<file path="src/rtl/imem_loader.sv">
// Streams 32-bit instruction words into a byte-wide instruction memory,
// big-endian, four byte writes per word, starting at BASE.
module imem_loader #(
  parameter int ADDR_W = 10,
  parameter int BASE   = 0
) (
  input  logic              clk,
  input  logic              rst_n,
  input  logic              start,
  input  logic [31:0]       word_in,
  input  logic              word_valid,
  input  logic              word_last,
  output logic              word_ready,
  output logic              mem_we,
  output logic [ADDR_W-1:0] mem_addr,
  output logic [7:0]        mem_wdata,
  output logic              busy,
  output logic              done,
  output logic              overflow,
  output logic [ADDR_W-2:0] word_count
);

  typedef enum logic [1:0] {
    S_IDLE,
    S_WAIT_WORD,
    S_WRITE,
    S_DONE
  } state_t;

  localparam int                PTR_W    = ADDR_W + 1;
  localparam logic [ADDR_W:0]   PTR_BASE = PTR_W'(BASE);
  localparam logic [ADDR_W:0]   PTR_ONE  = 1;
  localparam logic [ADDR_W-2:0] CNT_ONE  = 1;

  state_t            state;
  logic [ADDR_W:0]   ptr;
  logic [1:0]        idx;
  logic [23:0]       word_q;
  logic              last_q;
  logic              full;

  // Byte that follows byte index i; byte 0 is taken straight from word_in.
  function automatic logic [7:0] next_byte(input logic [23:0] w, input logic [1:0] i);
    case (i)
      2'd0:    next_byte = w[23:16];
      2'd1:    next_byte = w[15:8];
      default: next_byte = w[7:0];
    endcase
  endfunction

  // ptr carries one extra bit so that reaching the top of memory reads as full.
  assign full       = ptr[ADDR_W];
  assign word_ready = (state == S_WAIT_WORD) && !full;
  assign busy       = (state != S_IDLE);

  always_ff @(posedge clk or negedge rst_n) begin
    if (!rst_n) begin
      state      <= S_IDLE;
      ptr        <= PTR_BASE;
      idx        <= '0;
      word_q     <= '0;
      last_q     <= 1'b0;
      mem_we     <= 1'b0;
      mem_addr   <= '0;
      mem_wdata  <= '0;
      done       <= 1'b0;
      overflow   <= 1'b0;
      word_count <= '0;
    end else begin
      done <= 1'b0;
      case (state)
        S_IDLE: begin
          if (start) begin
            overflow   <= 1'b0;
            word_count <= '0;
            ptr        <= PTR_BASE;
            state      <= S_WAIT_WORD;
          end
        end

        S_WAIT_WORD: begin
          if (word_valid && !full) begin
            // The first byte is issued on the accepting edge so the write
            // burst occupies exactly the four WRITE cycles.
            word_q    <= word_in[23:0];
            last_q    <= word_last;
            idx       <= '0;
            mem_we    <= 1'b1;
            mem_addr  <= ptr[ADDR_W-1:0];
            mem_wdata <= word_in[31:24];
            ptr       <= ptr + PTR_ONE;
            state     <= S_WRITE;
          end else if (word_valid) begin
            overflow <= 1'b1;
            done     <= 1'b1;
            state    <= S_DONE;
          end
        end

        S_WRITE: begin
          if (idx != 2'd3) begin
            mem_addr  <= ptr[ADDR_W-1:0];
            mem_wdata <= next_byte(word_q, idx);
            ptr       <= ptr + PTR_ONE;
            idx       <= idx + 2'd1;
          end else begin
            mem_we     <= 1'b0;
            word_count <= word_count + CNT_ONE;
            if (last_q) begin
              done  <= 1'b1;
              state <= S_DONE;
            end else begin
              state <= S_WAIT_WORD;
            end
          end
        end

        S_DONE: state <= S_IDLE;

        default: state <= S_IDLE;
      endcase
    end
  end

endmodule
</file>
<file path="config.mk">
export PLATFORM = sky130hd
export DESIGN_NAME = imem_loader
export DESIGN_NICKNAME = d
export VERILOG_FILES = /design/src/rtl/imem_loader.sv
export SDC_FILE = /design/constraint.sdc
export NUM_CORES = 1
export LEC_CHECK = 0
export CAP_MARGIN = 20
export CORE_MARGIN = 4
export CORE_UTILIZATION = 31
export DETAILED_ROUTE_END_ITERATION = 10
export GPL_TIMING_DRIVEN = 0
export SLEW_MARGIN = 0
export SYNTH_ARGS = -nofsm -noshare
export SYNTH_HDL_FRONTEND = slang
export SYNTH_SLANG_ARGS = --single-unit
export TNS_END_PERCENT = 100
</file>
<file path="constraint.sdc">
create_clock -name clk -period 5.05 [get_ports clk]
set_input_delay 1.01 -clock clk [delete_from_list [all_inputs] [get_ports clk]]
set_output_delay 1.01 -clock clk [all_outputs]
set_load 0.01 [all_outputs]
</file>
==> results.md <==
STA:
- Setup violations remaining at the end of the flow were counted as 0.
- The highest clock rate is 0.3288 GHz.
- The max-slew violation total from the final report is 0.
- The accumulated negative setup slack is 0 ns.
- The number of hold violations in the final report is 0.
- The headroom to the max-slew limit is 47.49%.
- The worst-margin pin slew is 0.7876 ns.
- For the final database, setup skew stands at 0.008135 ns.
- Setup repair after global routing left no endpoint under its margin.
- The worst path uses 60.22% of the clock period.
- The worst path needs 3.041 ns of the cycle, external delays included.

GRT:
- After global routing the overflow that remains totals 0.
- The maximum number of pins on one net before global-route repair is 43.
- The all-layer global routing usage is 13.19%.
- The number of global-route vias before repair is 2,702.
- The first global-routing pass estimated 13,460 um of wire.
- The number of antenna violations at the first check in global routing was 0.

Layout:
- The commonest non-fill, non-tap cell in the layout is sky130_fd_sc_hd__dfrtp_1.
- The library cells used most frequently in the layout, excluding fill and tap cells, are 70 x sky130_fd_sc_hd__dfrtp_1, 67 x sky130_fd_sc_hd__clkdlybuf4s50_1, 37 x sky130_fd_sc_hd__mux2_2, 30 x sky130_fd_sc_hd__nand2_1, 20 x sky130_fd_sc_hd__nor2_1.
- After the last flow step, the layout net total stands at 434.
- 0 antenna diodes ended up in the layout.
- The fraction of final layout cells with drive strength greater than 1 is 16.24%.
- Summing all non-filler instances in the final layout gives an area of 4531 um^2.
- Leaving out filler cells and counting taps, the final layout contains 530.
- From synthesis to final layout, the design area changed by 33.57%.

Detailed routing:
- The routed design has 7985 um of wire.
- The total via count in the routed design is 2,638.
- The residual antenna-violating net count after detailed routing is 0.
- The wire length per cell after detailed routing is 15.07 um.
- In the routed design, unresolved DRC markers number 0.
- For this block, the initial DRC count from the detailed router was 76.
- The number of iterations in the first detailed-routing pass is 4.
- The number of vias per cell is 4.977.

Run status:
- The run finished with clean final reports.

Place:
- At the end of routability-driven placement, the weighted congestion stood at 0.7854.
- Once placement finished, the instance area stood at 4260 um^2.
- Port buffering added 68 buffers.
- The number of placed cells counting well taps is 514.
- The detailed placer's ending HPWL is 5886 um.

Logic synthesis:
- The sequential share of the synthesized area is 51.64%.
- Yosys mapped a number of flops with a built-in enable equal to 0.
- The leading area contributor after synthesis is sky130_fd_sc_hd__dfrtp_1.
- The number of nets handed over by synthesis was 354.
- The synthesized netlist occupies a cell area of 3392 um^2.
- The fraction of synthesized cell area taken by the top area cell type is 51.64%.
- In the synthesized netlist the dominant register cell turns out to be sky130_fd_sc_hd__dfrtp_1.
- After synthesis, the share of flip-flops with an asynchronous set or reset is 100.0%.
- After synthesis, the netlist uses 43 different library cells.
- A synthesized cell averages 10.98 um^2.
- Yosys printed 0 warnings.
- In the post-synthesis netlist, the biggest area contributors are sky130_fd_sc_hd__dfrtp_1 52%, sky130_fd_sc_hd__mux2_2 12%, sky130_fd_sc_hd__nand2_1 3.3%.
- Synthesis handed over a netlist of 309 instances.
- The register bit total from synthesis is 70.

Floorplan:
- The floorplan has 37 rows.
- The core region area is 10,510 um^2.
- The area of the die is 12,680 um^2.
- In this run the horizontal extent of the chip is 112.6 um.
- For this design the top-level I/O count stands at 69.
- For this configuration, the core starts out at a cell density of 32.28%.
- From bottom edge to top edge, the die measures 112.6 um.

Clock network:
- The cell sitting at the root of the clock tree is a sky130_fd_sc_hd__clkbuf_8.
- Counting along the longest clock path gives a buffer depth of 2.
- The number of H-tree levels is 3.
- TritonCTS created 9 clock buffers.
- The clock-pin slew on the worst setup and hold paths is 0.07 ns.
- For this design, the sink count on the clock tree is 70.
- For this design, the CTS-stage hold fixing added 0 buffers.
- Post-CTS repair changed the size of 0 cells.
- Once the clock tree was built, the setup fixing pass inserted 0 buffers.
- TritonCTS built the clock tree.
- The clock reaches the later pin of the worst-skew pair after 0.35 ns.

Setup path:
- The internal reg-to-reg setup slack is 2.92 ns.
- In this run the worst setup path begins at state[1].
- The launching element type of the critical path is a flop.
- The worst register-to-register path ends at mem_addr[1].
- The count of cells along the worst register-to-register path is 6.
- The worst register-to-register path begins at idx[0].
- For the worst setup path, the data required time is 4.04 ns.
- The critical path class is flop to primary output.
- Along the worst path, the maximum fanout reaches 8.
- The most critical setup path has its endpoint at word_ready.
- The arrival time of the worst setup path is 2.03 ns.
- The worst setup path is captured at a primary output.

Power and ir drop:
- The leakage power of the design is 1.920 nW.
- The worst-case IR drop observed on VDD is 0.0002553 V.
- The power density relative to cell area is 652.5 nW/um^2.

Run:
- The number of max-capacitance violations reported is 0.

Hold path:
- In this run the most critical hold path is launched from mem_wdata[4].
- In this run the worst hold path is classified as flop to flop.
## worst min-delay path by stage
stage,endpoint,slack [ns],depth (start not counted)
2_1_floorplan,idx[1],0.48,2
3_3_place_gp,mem_wdata[4],0.46,1
3_5_place_dp,mem_wdata[3],0.47,1
4_1_cts,mem_wdata[3],0.49,1
5_1_grt,mem_wdata[3],0.51,1
6_report,mem_wdata[4],0.48,1
## flip-flops by register name, summed over array words and instances (netlist names)
name and flops:
word_count 9, mem_we 1, idx 2, mem_wdata 8, mem_addr 10, state 2
last_q 1, done 1, word_q 24, ptr 11, overflow 1
## metal layers
layer	vias to the layer above	share of wire, %	global-route usage, %	routed length, um
li1	1277	-	-	-
met1	1281	46	16.58	3673
met2	68	46	20.62	3663
met3	12	6.3	4.582	506
met4	0	1.8	5.529	141
met5	-	0	0	0
## critical path, cell delays in order, from the launching register on
cell and delay, ns:
sky130_fd_sc_hd__dfrtp_1 0.41, sky130_fd_sc_hd__inv_1 0.13, sky130_fd_sc_hd__ha_1 0.15, sky130_fd_sc_hd__clkbuf_2 0.17
sky130_fd_sc_hd__inv_1 0.09, sky130_fd_sc_hd__nor2_1 0.17, sky130_fd_sc_hd__clkdlybuf4s50_1 0.57
## area by class of cell
type,count,area [um^2]
buffer,17,82.58
sequential,70,1752
multi-input combinational,213,1524
timing repair buffer,69,698.2
clock inverter,5,128.9
fill,1000,5978
tap,136,170.2
inverter,9,33.78
clock buffer,11,141.4
## synth_stat cells (all sizes together) (2+ instances only)
cell	n
nor4b	3
nor2	20
a21o	8
nor2b	4
mux2i	3
o21ai	10
or3	3
inv	9
xnor2	2
nand3	16
nand2b	2
a31oi	2
or4b	3
a211oi	8
ha	8
dfrtp	70
xor2	3
a21boi	2
clkbuf	8
o211ai	7
nand4b	3
a22o	11
buf	9
a21oi	11
mux2	37
nor3	3
nand4	4
nand2	30
## through the flow
stage / setup WS [ns] / hold WS, ns / util [%] / power (mW)
6_report: 2.009 / 0.4830 / 43.11 / 2.956
5_1_grt: 1.888 / 0.5148 / 43.11 / 3.185
4_1_cts: 1.988 / 0.4859 / 43.11 / 2.993
3_5_place_dp: 2.122 / 0.4693 / 40.54 / 2.375
3_3_place_gp: 0.4411 / 0.4593 / 40.37 / 2.331
2_1_floorplan: 2.978 / 0.4753 / - / 1.893
## where the power goes
group	switching, mW	leakage (nW)	internal [mW]
Combinational	0.668	0.930	0.687
Clock	0.218	0.134	0.394
Sequential	0.175	0.856	0.815
Total	1.06	1.92	1.90
## cells by family after synthesis
logic type	synth area share (%)
AO/OA/AOI/OAI	13.09
flip-flops	51.64
buffers and inverters	3.430
AND/OR/NAND/NOR	14.42
multiplexers	13.17
adder cells (fa/ha/maj)	2.951
XOR/XNOR	1.291
Power figures use the tool's default switching activity.
